<file path="config.mk">
export PLATFORM = sky130hd
export DESIGN_NAME = vga_draw_arbiter_flat
export DESIGN_NICKNAME = d
export VERILOG_FILES = /design/src/rtl/vga_draw_arbiter_if.sv /design/src/rtl/vga_draw_arbiter.sv /design/src/flat_wrapper.sv
export SDC_FILE = /design/constraint.sdc
export NUM_CORES = 1
export LEC_CHECK = 0
export BUFFER_PORTS_ARGS = -buffer_cell sky130_fd_sc_hd__buf_2
export CORE_ASPECT_RATIO = 1.2
export CORE_MARGIN = 5
export CORE_UTILIZATION = 30
export DETAILED_ROUTE_END_ITERATION = 10
export PLACE_DENSITY = 0.59
export SKIP_CTS_REPAIR_TIMING = 1
export SLEW_MARGIN = 10
export SYNTH_ARGS = -nofsm -noshare
export SYNTH_HDL_FRONTEND = slang
export SYNTH_SLANG_ARGS = --single-unit
</file>
<file path="constraint.sdc">
create_clock -name clk -period 2.27 [get_ports clk]
set_input_delay 0.454 -clock clk [delete_from_list [all_inputs] [get_ports clk]]
set_output_delay 0.454 -clock clk [all_outputs]
set_load 0.02 [all_outputs]
</file>
<file path="src/rtl/vga_draw_arbiter_if.sv">
// rtl/vga_draw_arbiter_if.sv - request/grant, engine and VGA pixel signals of the draw arbiter
//
// Ports (signals bundled here):
//   req        requester level draw requests
//   grant      one-hot current owner, finished / timeout one-cycle end pulses
//   eng_*      per-engine reset, start, done and packed pixel streams
//   vga_*      muxed pixel port towards the VGA adapter
//   busy       arbiter not idle
// Modports: master = arbiter side, slave = requesters/engines/adapter side.
interface vga_draw_arbiter_if #(
    parameter int NREQ = 3
);
    logic [NREQ-1:0]   req;
    logic [NREQ-1:0]   grant;
    logic [NREQ-1:0]   finished;
    logic [NREQ-1:0]   timeout;
    logic [NREQ-1:0]   eng_rst_n;
    logic [NREQ-1:0]   eng_start;
    logic [NREQ-1:0]   eng_done;
    logic [NREQ*8-1:0] eng_x;
    logic [NREQ*7-1:0] eng_y;
    logic [NREQ*3-1:0] eng_colour;
    logic [NREQ-1:0]   eng_plot;
    logic [7:0]        vga_x;
    logic [6:0]        vga_y;
    logic [2:0]        vga_colour;
    logic              vga_plot;
    logic              busy;

    modport master (
        input  req, eng_done, eng_x, eng_y, eng_colour, eng_plot,
        output grant, finished, timeout, eng_rst_n, eng_start,
               vga_x, vga_y, vga_colour, vga_plot, busy
    );

    modport slave (
        output req, eng_done, eng_x, eng_y, eng_colour, eng_plot,
        input  grant, finished, timeout, eng_rst_n, eng_start,
               vga_x, vga_y, vga_colour, vga_plot, busy
    );
endinterface

</file>
<file path="src/rtl/vga_draw_arbiter.sv">
// rtl/vga_draw_arbiter.sv - round-robin arbiter sharing the VGA pixel port between drawing engines
//
// Ports:
//   clk    clock
//   rst_n  synchronous active-low reset
//   bus    vga_draw_arbiter_if.master (requests, engine handshakes, pixel streams, VGA port)
// Parameters:
//   NREQ         number of requester/engine pairs (2..8)
//   WDOG_CYCLES  RUN-cycle limit before an engine is aborted
// Optional feature macro: DRAW_ARB_WATCHDOG_EN (watchdog abort with timeout pulse).
module vga_draw_arbiter #(
    parameter int NREQ        = 3,
    parameter int WDOG_CYCLES = 65535
) (
    input  logic               clk,
    input  logic               rst_n,
    vga_draw_arbiter_if.master bus
);
    localparam int GW = (NREQ > 1) ? $clog2(NREQ) : 1;

    typedef enum logic [1:0] {
        S_IDLE,
        S_PREP,
        S_RUN,
        S_RELEASE
    } state_t;

    state_t          state;
    logic [GW-1:0]   g;
    logic [GW-1:0]   ptr;
    logic [NREQ-1:0] grant_r;
    logic [NREQ-1:0] fin_r;
    logic [NREQ-1:0] rstn_r;
    logic [NREQ-1:0] start_r;
`ifdef DRAW_ARB_WATCHDOG_EN
    logic [NREQ-1:0] to_r;
    logic [15:0]     wdog_cnt;
`endif

    logic            sel_valid;
    logic [GW-1:0]   sel_idx;

    // (a + k) mod NREQ for a < NREQ and 0 <= k < NREQ
    function automatic logic [GW-1:0] wrap_add(input logic [GW-1:0] a, input int k);
        int s;
        s = int'(a) + k;
        if (s >= NREQ) s = s - NREQ;
        return GW'(s);
    endfunction

    function automatic logic [NREQ-1:0] onehot(input logic [GW-1:0] idx);
        logic [NREQ-1:0] one;
        one = {{(NREQ-1){1'b0}}, 1'b1};
        return one << idx;
    endfunction

    // Scan from the highest offset down so the requester closest to ptr wins.
    always_comb begin
        sel_valid = 1'b0;
        sel_idx   = ptr;
        for (int k = NREQ - 1; k >= 0; k--) begin
            if (bus.req[wrap_add(ptr, k)]) begin
                sel_valid = 1'b1;
                sel_idx   = wrap_add(ptr, k);
            end
        end
    end

    always_ff @(posedge clk) begin
        if (!rst_n) begin
            state   <= S_IDLE;
            g       <= '0;
            ptr     <= '0;
            grant_r <= '0;
            fin_r   <= '0;
            rstn_r  <= '1;
            start_r <= '0;
`ifdef DRAW_ARB_WATCHDOG_EN
            to_r     <= '0;
            wdog_cnt <= '0;
`endif
        end else begin
            // End-of-draw pulses last a single cycle.
            fin_r <= '0;
`ifdef DRAW_ARB_WATCHDOG_EN
            to_r  <= '0;
`endif
            case (state)
                S_IDLE: begin
                    if (sel_valid) begin
                        g       <= sel_idx;
                        grant_r <= onehot(sel_idx);
                        rstn_r  <= ~onehot(sel_idx);
                        state   <= S_PREP;
                    end
                end
                S_PREP: begin
                    // Engine spent one cycle in reset and has re-latched its geometry.
                    rstn_r  <= '1;
                    start_r <= onehot(g);
                    state   <= S_RUN;
`ifdef DRAW_ARB_WATCHDOG_EN
                    wdog_cnt <= '0;
`endif
                end
                S_RUN: begin
                    if (bus.eng_done[g]) begin
                        start_r <= '0;
                        fin_r   <= onehot(g);
                        state   <= S_RELEASE;
                    end
`ifdef DRAW_ARB_WATCHDOG_EN
                    // Counter holds the number of RUN cycles already elapsed.
                    else if (wdog_cnt == 16'(WDOG_CYCLES - 1)) begin
                        start_r <= '0;
                        to_r    <= onehot(g);
                        state   <= S_RELEASE;
                    end else begin
                        wdog_cnt <= wdog_cnt + 16'd1;
                    end
`endif
                end
                S_RELEASE: begin
                    ptr     <= wrap_add(g, 1);
                    grant_r <= '0;
                    state   <= S_IDLE;
                end
                default: begin
                    state <= S_IDLE;
                end
            endcase
        end
    end

    // Pixel mux: only the running owner reaches the adapter.
    always_comb begin
        bus.vga_x      = '0;
        bus.vga_y      = '0;
        bus.vga_colour = '0;
        bus.vga_plot   = 1'b0;
        if (state == S_RUN) begin
            bus.vga_x      = bus.eng_x[int'(g)*8 +: 8];
            bus.vga_y      = bus.eng_y[int'(g)*7 +: 7];
            bus.vga_colour = bus.eng_colour[int'(g)*3 +: 3];
            bus.vga_plot   = bus.eng_plot[g];
        end
    end

    assign bus.grant     = grant_r;
    assign bus.finished  = fin_r;
    assign bus.eng_rst_n = rstn_r;
    assign bus.eng_start = start_r;
    assign bus.busy      = (state != S_IDLE);
`ifdef DRAW_ARB_WATCHDOG_EN
    assign bus.timeout   = to_r;
`else
    assign bus.timeout   = '0;
`endif
endmodule

</file>
<file path="src/flat_wrapper.sv">
// flat-port wrapper written by rule: the top's interface ports become plain ports
module vga_draw_arbiter_flat 
#(
    parameter int NREQ        = 3,
    parameter int WDOG_CYCLES = 65535
)
  (clk, rst_n, bus_req, bus_eng_done, bus_eng_x, bus_eng_y, bus_eng_colour, bus_eng_plot, bus_grant, bus_finished, bus_timeout, bus_eng_rst_n, bus_eng_start, bus_vga_x, bus_vga_y, bus_vga_colour, bus_vga_plot, bus_busy);
  vga_draw_arbiter_if #(.NREQ(NREQ)) bus_i ();
  input  logic clk;
  input  logic rst_n;
  input wire logic [$bits(bus_i.req)-1:0] bus_req;
  input wire logic [$bits(bus_i.eng_done)-1:0] bus_eng_done;
  input wire logic [$bits(bus_i.eng_x)-1:0] bus_eng_x;
  input wire logic [$bits(bus_i.eng_y)-1:0] bus_eng_y;
  input wire logic [$bits(bus_i.eng_colour)-1:0] bus_eng_colour;
  input wire logic [$bits(bus_i.eng_plot)-1:0] bus_eng_plot;
  output wire logic [$bits(bus_i.grant)-1:0] bus_grant;
  output wire logic [$bits(bus_i.finished)-1:0] bus_finished;
  output wire logic [$bits(bus_i.timeout)-1:0] bus_timeout;
  output wire logic [$bits(bus_i.eng_rst_n)-1:0] bus_eng_rst_n;
  output wire logic [$bits(bus_i.eng_start)-1:0] bus_eng_start;
  output wire logic [$bits(bus_i.vga_x)-1:0] bus_vga_x;
  output wire logic [$bits(bus_i.vga_y)-1:0] bus_vga_y;
  output wire logic [$bits(bus_i.vga_colour)-1:0] bus_vga_colour;
  output wire logic [$bits(bus_i.vga_plot)-1:0] bus_vga_plot;
  output wire logic [$bits(bus_i.busy)-1:0] bus_busy;
  assign bus_i.req = bus_req;
  assign bus_i.eng_done = bus_eng_done;
  assign bus_i.eng_x = bus_eng_x;
  assign bus_i.eng_y = bus_eng_y;
  assign bus_i.eng_colour = bus_eng_colour;
  assign bus_i.eng_plot = bus_eng_plot;
  assign bus_grant = bus_i.grant;
  assign bus_finished = bus_i.finished;
  assign bus_timeout = bus_i.timeout;
  assign bus_eng_rst_n = bus_i.eng_rst_n;
  assign bus_eng_start = bus_i.eng_start;
  assign bus_vga_x = bus_i.vga_x;
  assign bus_vga_y = bus_i.vga_y;
  assign bus_vga_colour = bus_i.vga_colour;
  assign bus_vga_plot = bus_i.vga_plot;
  assign bus_busy = bus_i.busy;
  vga_draw_arbiter #(.NREQ(NREQ), .WDOG_CYCLES(WDOG_CYCLES)) u_core (.clk(clk), .rst_n(rst_n), .bus(bus_i));
endmodule
</file>
==> reports/summary.log, run 1 <==
qor: worst_setup_path.ordered_list_of_cells_on_the_worst_path inv_1 -> ha_2 -> nand2b_1 -> a21boi_2 -> o31ai_4 -> or3_1 -> o32a_1
qor: clock_network.htreeDepth 1
qor: timing.worst_hold_margin 0.4608 ns
qor: worst_setup_path.critPathMaxFanout 13
qor: worst_setup_path.cpLargestDelayFamily compound AO/OA/AOI/OAI gates
qor: clock_network.clock_tree.root_cell sky130_fd_sc_hd__clkbuf_8
qor: layout.n_diodes 0
qor: layout.filler_cell_count 588
qor: timing.setup_tns_final 0 ns
qor: timing.tcrit_tclk_final 92.13%
qor: grt.globalRouteOverflowTotal 0
qor: timing.timing.fmax 478.2 MHz
qor: timing.final_max_slew_viol_count 0
qor: yosys.syn_inst 216
qor: detailed_routing.drtIter0Drc 54
qor: grt.grt_first_pass_wirelength 7.852 mm
qor: clock_network.clock_latency_reported_for_the_late_side_of_the_worst_skew_pair 0.25 ns
qor: floorplanning.die-height 92.41 µm
qor: yosys.synth-edff-count 0
qor: worst_setup_path.cp_slowest_cell sky130_fd_sc_hd__ha_2
qor: layout.multiInputGateArea 1227 µm²
qor: worst_setup_path.cp_data_required_time 2.41 ns
qor: floorplanning.placementRows 30
qor: worst_setup_path.worst-setup-path-type register to register
qor: yosys.yosysTopAreaCell sky130_fd_sc_hd__dfxtp_1
qor: floorplanning.dieWidth 78.68 µm
qor: worst_setup_path.cp_arrival 2.24 ns
qor: grt.maximum_number_of_pins_on_one_net_before_global_route_repair 25
qor: layout.drive_gt1_share 37.25%
qor: timing.setup_viol 0
qor: detailed_routing.wire_per_inst 13.26 µm
qor: detailed_routing.route.final.wire_length 4.905 mm
qor: clock_network.cts.clk_slew.worst_paths 0.07 ns
qor: yosys.commonest_register_cell_after_synthesis sky130_fd_sc_hd__dfxtp_1
qor: timing.report.final.hold_viol_count 0
qor: layout.area_growth_syn_to_layout 34.49%
qor: yosys.synth.distinct_cells 43
qor: flow_run.cap_viol_max_count 0
qor: placement.placement.io_buffers 96
qor: timing.unrepaired_setup_endpoints_after_global_routing no
qor: placement.place_area 2221 µm²
qor: yosys.synth.area.top_cells sky130_fd_sc_hd__dfxtp_1, sky130_fd_sc_hd__mux2i_1, sky130_fd_sc_hd__ha_1, sky130_fd_sc_hd__nor2b_1, sky130_fd_sc_hd__nor2_1
qor: yosys.yosys_warnings 0
qor: yosys.post_synth_instance_area 1698 µm²
qor: floorplanning.initial_utilization 30.36%
qor: grt.antenna_found_initial 0
qor: yosys.syn_avg_cell_area 7.861 µm²
qor: floorplanning.design.die.area 7270 µm²
qor: clock_network.clk_path_buf_depth 2
qor: clock_network.clkSinkCount 18
qor: clock_network.cts_tree yes
qor: pwr.power_leakage 1.108 nW
qor: pwr.power.density_cell_area 934.4 nW/µm²
qor: outcome.run_status complete, no violations
qor: floorplanning.fp.coreArea 5593 µm²
qor: worst_setup_path.timing.critical_path.buf_inv 1
qor: yosys.postSynth.asyncResetShare 0%
qor: grt.number_of_global_route_vias_before_repair 1757
qor: clock_network.cts_buffers 3
qor: worst_setup_path.type_of_element_launching_the_critical_path register
qor: worst_setup_path.timing.critical_path.to_type register
qor: layout.final_cell_area 2283 µm²
qor: layout.area_of_all_sequential_standard_cells 360.3 µm²
qor: placement.final_estimated_routing_congestion_in_global_placement 0.8837
qor: detailed_routing.antenna_left 0
qor: yosys.netlist.area_leader.share 21.22%
qor: detailed_routing.drt_pass1_iterations 4
qor: yosys.ys_seq_area_share 21.22%
qor: worst_setup_path.cp_slowest_stage_delay 0.46 ns
qor: detailed_routing.drcViolationCount 0
qor: yosys.synth_seq_cells 18
qor: grt.grt_usage 12.99%
qor: detailed_routing.detailroute.via_count 1792
qor: worst_hold_path.timing.hold.worst.class register to register
qor: layout.fin_nets 383
qor: floorplanning.pin_count 100
qor: pwr.peakVddDrop 0.0003172 V
qor: placement.place.detailed.hpwl 3.887 mm
qor: detailed_routing.post_drt_via_cell_ratio 4.843
qor: timing.timing.final.crit_period 2.091 ns
qor: yosys.yosysMostFrequentCell sky130_fd_sc_hd__nor2_1
qor: yosys.synth.cells.most_frequent sky130_fd_sc_hd__nor2_1, sky130_fd_sc_hd__mux2i_1, sky130_fd_sc_hd__a21oi_1, sky130_fd_sc_hd__nor2b_1, sky130_fd_sc_hd__dfxtp_1
qor: timing.fin_skew 0.004136 ns
## metal layers
metal  vias up  part of all wire, %  GRT usage (%)
met4         0                 0.20          3.353
met3         2                  8.2          3.113
met5         -                    0              0
met2        73                   52          24.36
met1       795                   39          14.39
li1        922                    -              -
## worst register-to-register path: stages, from the launching register on
cell and delay, ns:
sky130_fd_sc_hd__dfxtp_1 0.36, sky130_fd_sc_hd__inv_1 0.09, sky130_fd_sc_hd__ha_2 0.46, sky130_fd_sc_hd__nand2b_1 0.11
sky130_fd_sc_hd__a21boi_2 0.23, sky130_fd_sc_hd__o31ai_4 0.13, sky130_fd_sc_hd__or3_1 0.33, sky130_fd_sc_hd__o32a_1 0.28
## layout make-up
type / instances / share of cell area (%)
Multi-Input combinational cell: 174 / 53.75
Timing Repair Buffer: 100 / 22.90
Sequential cell: 18 / 15.78
Tap cell: 64 / 3.507
Clock buffer: 4 / 2.411
Inverter: 10 / 1.644
## metrics by stage
step | utilization, % | power [mW] | setup slack (ns) | instances
floorplan | - | 1.499 | 0.2649 | 218
global placement | 39.71 | 1.872 | 0.1512 | 366
detailed placement | 39.71 | 1.881 | 0.09296 | 366
CTS | 40.69 | 2.145 | 0.06785 | 370
global route | 40.83 | 2.313 | 0.03924 | 370
finish | 40.83 | 2.134 | 0.1788 | 370
## final timing paths
path | slack (ns) | depth (start not counted) | from | endpoint
hold / removal | 0.46 | 1 | u_core.bus.grant[0] | u_core.bus.grant[0]
setup / recovery | 0.18 | 7 | u_core.ptr[0] | u_core.bus.eng_rst_n[2]
hold reg to reg | 0.46 | 1 | u_core.bus.grant[0] | u_core.bus.grant[0]
setup reg to reg | 0.18 | 7 | u_core.ptr[0] | u_core.bus.eng_rst_n[2]
## kinds of logic after synthesis
family,after synthesis,share of synthesized area [%]
adders and majority gates,11,8.106
muxes,27,15.92
DFF,18,21.22
AOI/OAI and AO/OA,56,23.80
other,1,0.2209
and+or+nand+nor,77,23.36
buffers and inverters,26,7.370
## layout by cell type (no fill, tap or decap), types with 2 or more instances in the layout
master                      count
sky130_fd_sc_hd__o2bb2ai_1      2
sky130_fd_sc_hd__a32o_1         2
sky130_fd_sc_hd__buf_4          3
sky130_fd_sc_hd__dfxtp_1       18
sky130_fd_sc_hd__nand2_1        6
sky130_fd_sc_hd__and2_1         3
sky130_fd_sc_hd__clkbuf_8       4
sky130_fd_sc_hd__nand3b_1       2
sky130_fd_sc_hd__mux2i_1       27
sky130_fd_sc_hd__a21oi_1       22
sky130_fd_sc_hd__o21a_1         4
sky130_fd_sc_hd__nor2_1        32
sky130_fd_sc_hd__nor2b_1       22
sky130_fd_sc_hd__buf_2         96
sky130_fd_sc_hd__o21ai_0        4
sky130_fd_sc_hd__a22oi_1        3
sky130_fd_sc_hd__ha_1           8
sky130_fd_sc_hd__inv_1         10
sky130_fd_sc_hd__a2bb2oi_1      2
sky130_fd_sc_hd__ha_2           3
sky130_fd_sc_hd__conb_1         3
sky130_fd_sc_hd__nand2b_1       5
sky130_fd_sc_hd__or3_1          2
sky130_fd_sc_hd__o211a_1        2
sky130_fd_sc_hd__a21o_1         2
## state kept, by name, summed over array words and instances, names as in the netlist
name / flops
u_core.g: 2
u_core.bus.eng_start: 3
u_core.bus.grant: 3
u_core.ptr: 2
u_core.bus.finished: 3
u_core.state: 2
u_core.bus.eng_rst_n: 3
## power breakdown
| group | internal (mW) | total [mW] | switching (mW) |
|---|---|---|---|
| Combinational | 0.610 | 1.43 | 0.824 |
| Sequential | 0.389 | 0.436 | 0.0473 |
| Clock | 0.154 | 0.263 | 0.109 |
No activity file was read; power rests on OpenSTA's default activity.
==> run 2: changes to the inputs <==
--- a/config.mk
+++ b/config.mk
@@ -10,6 +10,8 @@
 export CORE_MARGIN = 5
 export CORE_UTILIZATION = 30
 export DETAILED_ROUTE_END_ITERATION = 10
+export GPL_TIMING_DRIVEN = 0
+export MAX_ROUTING_LAYER = met4
 export PLACE_DENSITY = 0.59
 export SKIP_CTS_REPAIR_TIMING = 1
 export SLEW_MARGIN = 10
==> reports/summary.log, run 2 (synthesis gave the netlist of run 1 again) <==
qor: detailed_routing.drtIter0Drc 72
qor: floorplanning.pin_count 100
qor: layout.most_common_cell_after_layout_fill_and_taps_aside sky130_fd_sc_hd__buf_2
qor: worst_setup_path.worst-setup-path-type register to output port
qor: detailed_routing.wire_per_inst 12.97 µm
qor: worst_setup_path.timing.critical_path.to_type output port
qor: floorplanning.die-height 92.41 µm
qor: floorplanning.dieWidth 78.68 µm
qor: worst_setup_path.critPathMaxFanout 10
qor: detailed_routing.drcViolationCount 0
qor: timing.setup_viol 0
qor: placement.place_area 2256 µm²
qor: floorplanning.design.die.area 7270 µm²
qor: timing.timing.fmax 472.7 MHz
qor: pwr.power.density_cell_area 913.3 nW/µm²
qor: worst_setup_path.ordered_list_of_cells_on_the_worst_path inv_1 -> ha_1 -> clkbuf_2 -> nor2b_1 -> buf_2
qor: floorplanning.initial_utilization 30.36%
qor: detailed_routing.post_drt_via_cell_ratio 4.892
qor: worst_setup_path.cp_slowest_cell sky130_fd_sc_hd__dfxtp_1
qor: timing.tcrit_tclk_final 93.19%
qor: grt.grt_first_pass_wirelength 8.093 mm
qor: layout.area_growth_syn_to_layout 38.69%
qor: layout.n_diodes 0
qor: worst_hold_path.timing.hold.worst.class register to register
qor: floorplanning.placementRows 30
qor: detailed_routing.detailroute.via_count 1859
qor: clock_network.clk_path_buf_depth 2
qor: clock_network.htreeDepth 1
qor: pwr.power_leakage 1.152 nW
qor: worst_setup_path.cp_arrival 1.66 ns
qor: placement.placement.io_buffers 94
qor: layout.filler_cell_count 589
qor: detailed_routing.drt_pass1_iterations 4
qor: timing.unrepaired_setup_endpoints_after_global_routing no
qor: grt.antenna_found_initial 0
qor: layout.drive_gt1_share 37.97%
qor: grt.maximum_number_of_pins_on_one_net_before_global_route_repair 11
qor: timing.timing.final.crit_period 2.115 ns
qor: detailed_routing.antenna_left 0
qor: layout.final_cell_area 2355 µm²
qor: worst_setup_path.type_of_element_launching_the_critical_path register
qor: layout.fin_nets 393
qor: layout.layout.cells.most_common_list sky130_fd_sc_hd__buf_2, sky130_fd_sc_hd__nor2_1, sky130_fd_sc_hd__mux2i_1, sky130_fd_sc_hd__a21oi_1, sky130_fd_sc_hd__nor2b_1
qor: timing.worst-slew-pin-transition 0.5059 ns
qor: timing.final_max_slew_viol_count 0
qor: floorplanning.fp.coreArea 5593 µm²
qor: clock_network.clock_latency_reported_for_the_late_side_of_the_worst_skew_pair 0.25 ns
qor: layout.final_cell_count_no_fill 380
qor: clock_network.cts_tree yes
qor: grt.number_of_global_route_vias_before_repair 1883
qor: grt.globalRouteOverflowTotal 0
qor: clock_network.clkSinkCount 18
qor: detailed_routing.route.final.wire_length 4.930 mm
qor: flow_run.cap_viol_max_count 0
qor: timing.max_slew_margin 66.27%
qor: placement.final_estimated_routing_congestion_in_global_placement 0.8540
qor: clock_network.cts.clk_slew.worst_paths 0.06 ns
qor: placement.place.detailed.instances 376
qor: timing.fin_skew 0.0009761 ns
qor: clock_network.cts_buffers 3
qor: clock_network.clock_tree.root_cell sky130_fd_sc_hd__clkbuf_8
qor: worst_setup_path.cp_slowest_stage_delay 0.34 ns
qor: placement.place.detailed.hpwl 4.091 mm
qor: outcome.run_status complete, no violations
qor: worst_setup_path.cp_data_required_time 1.82 ns
qor: timing.report.final.hold_viol_count 0
qor: grt.grt_usage 13.81%
qor: pwr.peakVddDrop 0.0003885 V
[run 2: final cells by class]
cell class	count	area, µm²	share of cell area, %
inverters	10	37.54	1.594
repair buffers	95	478.0	20.30
well taps	64	80.08	3.401
plain buffers	15	95.09	4.038
multi-input cells	174	1249	53.03
clock buffers	4	55.05	2.338
flip-flops and latches	18	360.3	15.30
[run 2: worst paths after layout]
kind,startpoint,cells past startpoint,slack [ns],endpoint
hold / removal,u_core.bus.grant[0],1,0.46,u_core.bus.grant[0]
setup reg to reg,u_core.ptr[1],8,0.17,u_core.bus.eng_rst_n[2]
hold reg to reg,u_core.bus.grant[0],1,0.46,u_core.bus.grant[0]
setup / recovery,u_core.state[0],5,0.15,bus_vga_y[5]
[run 2: stage by stage]
stage | util (%) | power, mW | hold slack [ns] | TNS, ns | setup WS, ns
floorplan | - | 1.499 | 0.4677 | 0 | 0.2649
detailed placement | 40.34 | 1.867 | 0.4497 | -0.3660 | -0.09707
CTS | 41.32 | 2.129 | 0.4657 | -3.225 | -0.3807
global route | 42.10 | 2.340 | 0.4950 | 0 | 0.04901
finish | 42.10 | 2.151 | 0.4610 | 0 | 0.1546
global placement | 40.34 | 1.853 | 0.4485 | -0.5284 | -0.1290
[run 2: power by group]
| part | switching, mW | internal, mW |
|---|---|---|
| Combinational | 0.831 | 0.614 |
| Sequential | 0.0613 | 0.389 |
| Clock | 0.101 | 0.154 |
| Total | 0.993 | 1.16 |
[run 2: metal layers]
| layer | GRT usage (%) | up-vias | part of all wire [%] |
|---|---|---|---|
| met4 | 4.665 | 0 | 1.8 |
| met2 | 24.50 | 69 | 50 |
| met3 | 1.848 | 9 | 6.1 |
| met5 | - | - | 0 |
| met1 | 15.85 | 836 | 42 |
| li1 | - | 945 | - |
[run 2: worst max-delay path: cells and delay by family, from the launching register on]
family,cells,cell delay (ns)
adders and majority gates,1,0.32
and+or+nand+nor,1,0.20
buffers and inverters,3,0.55
DFF,1,0.34
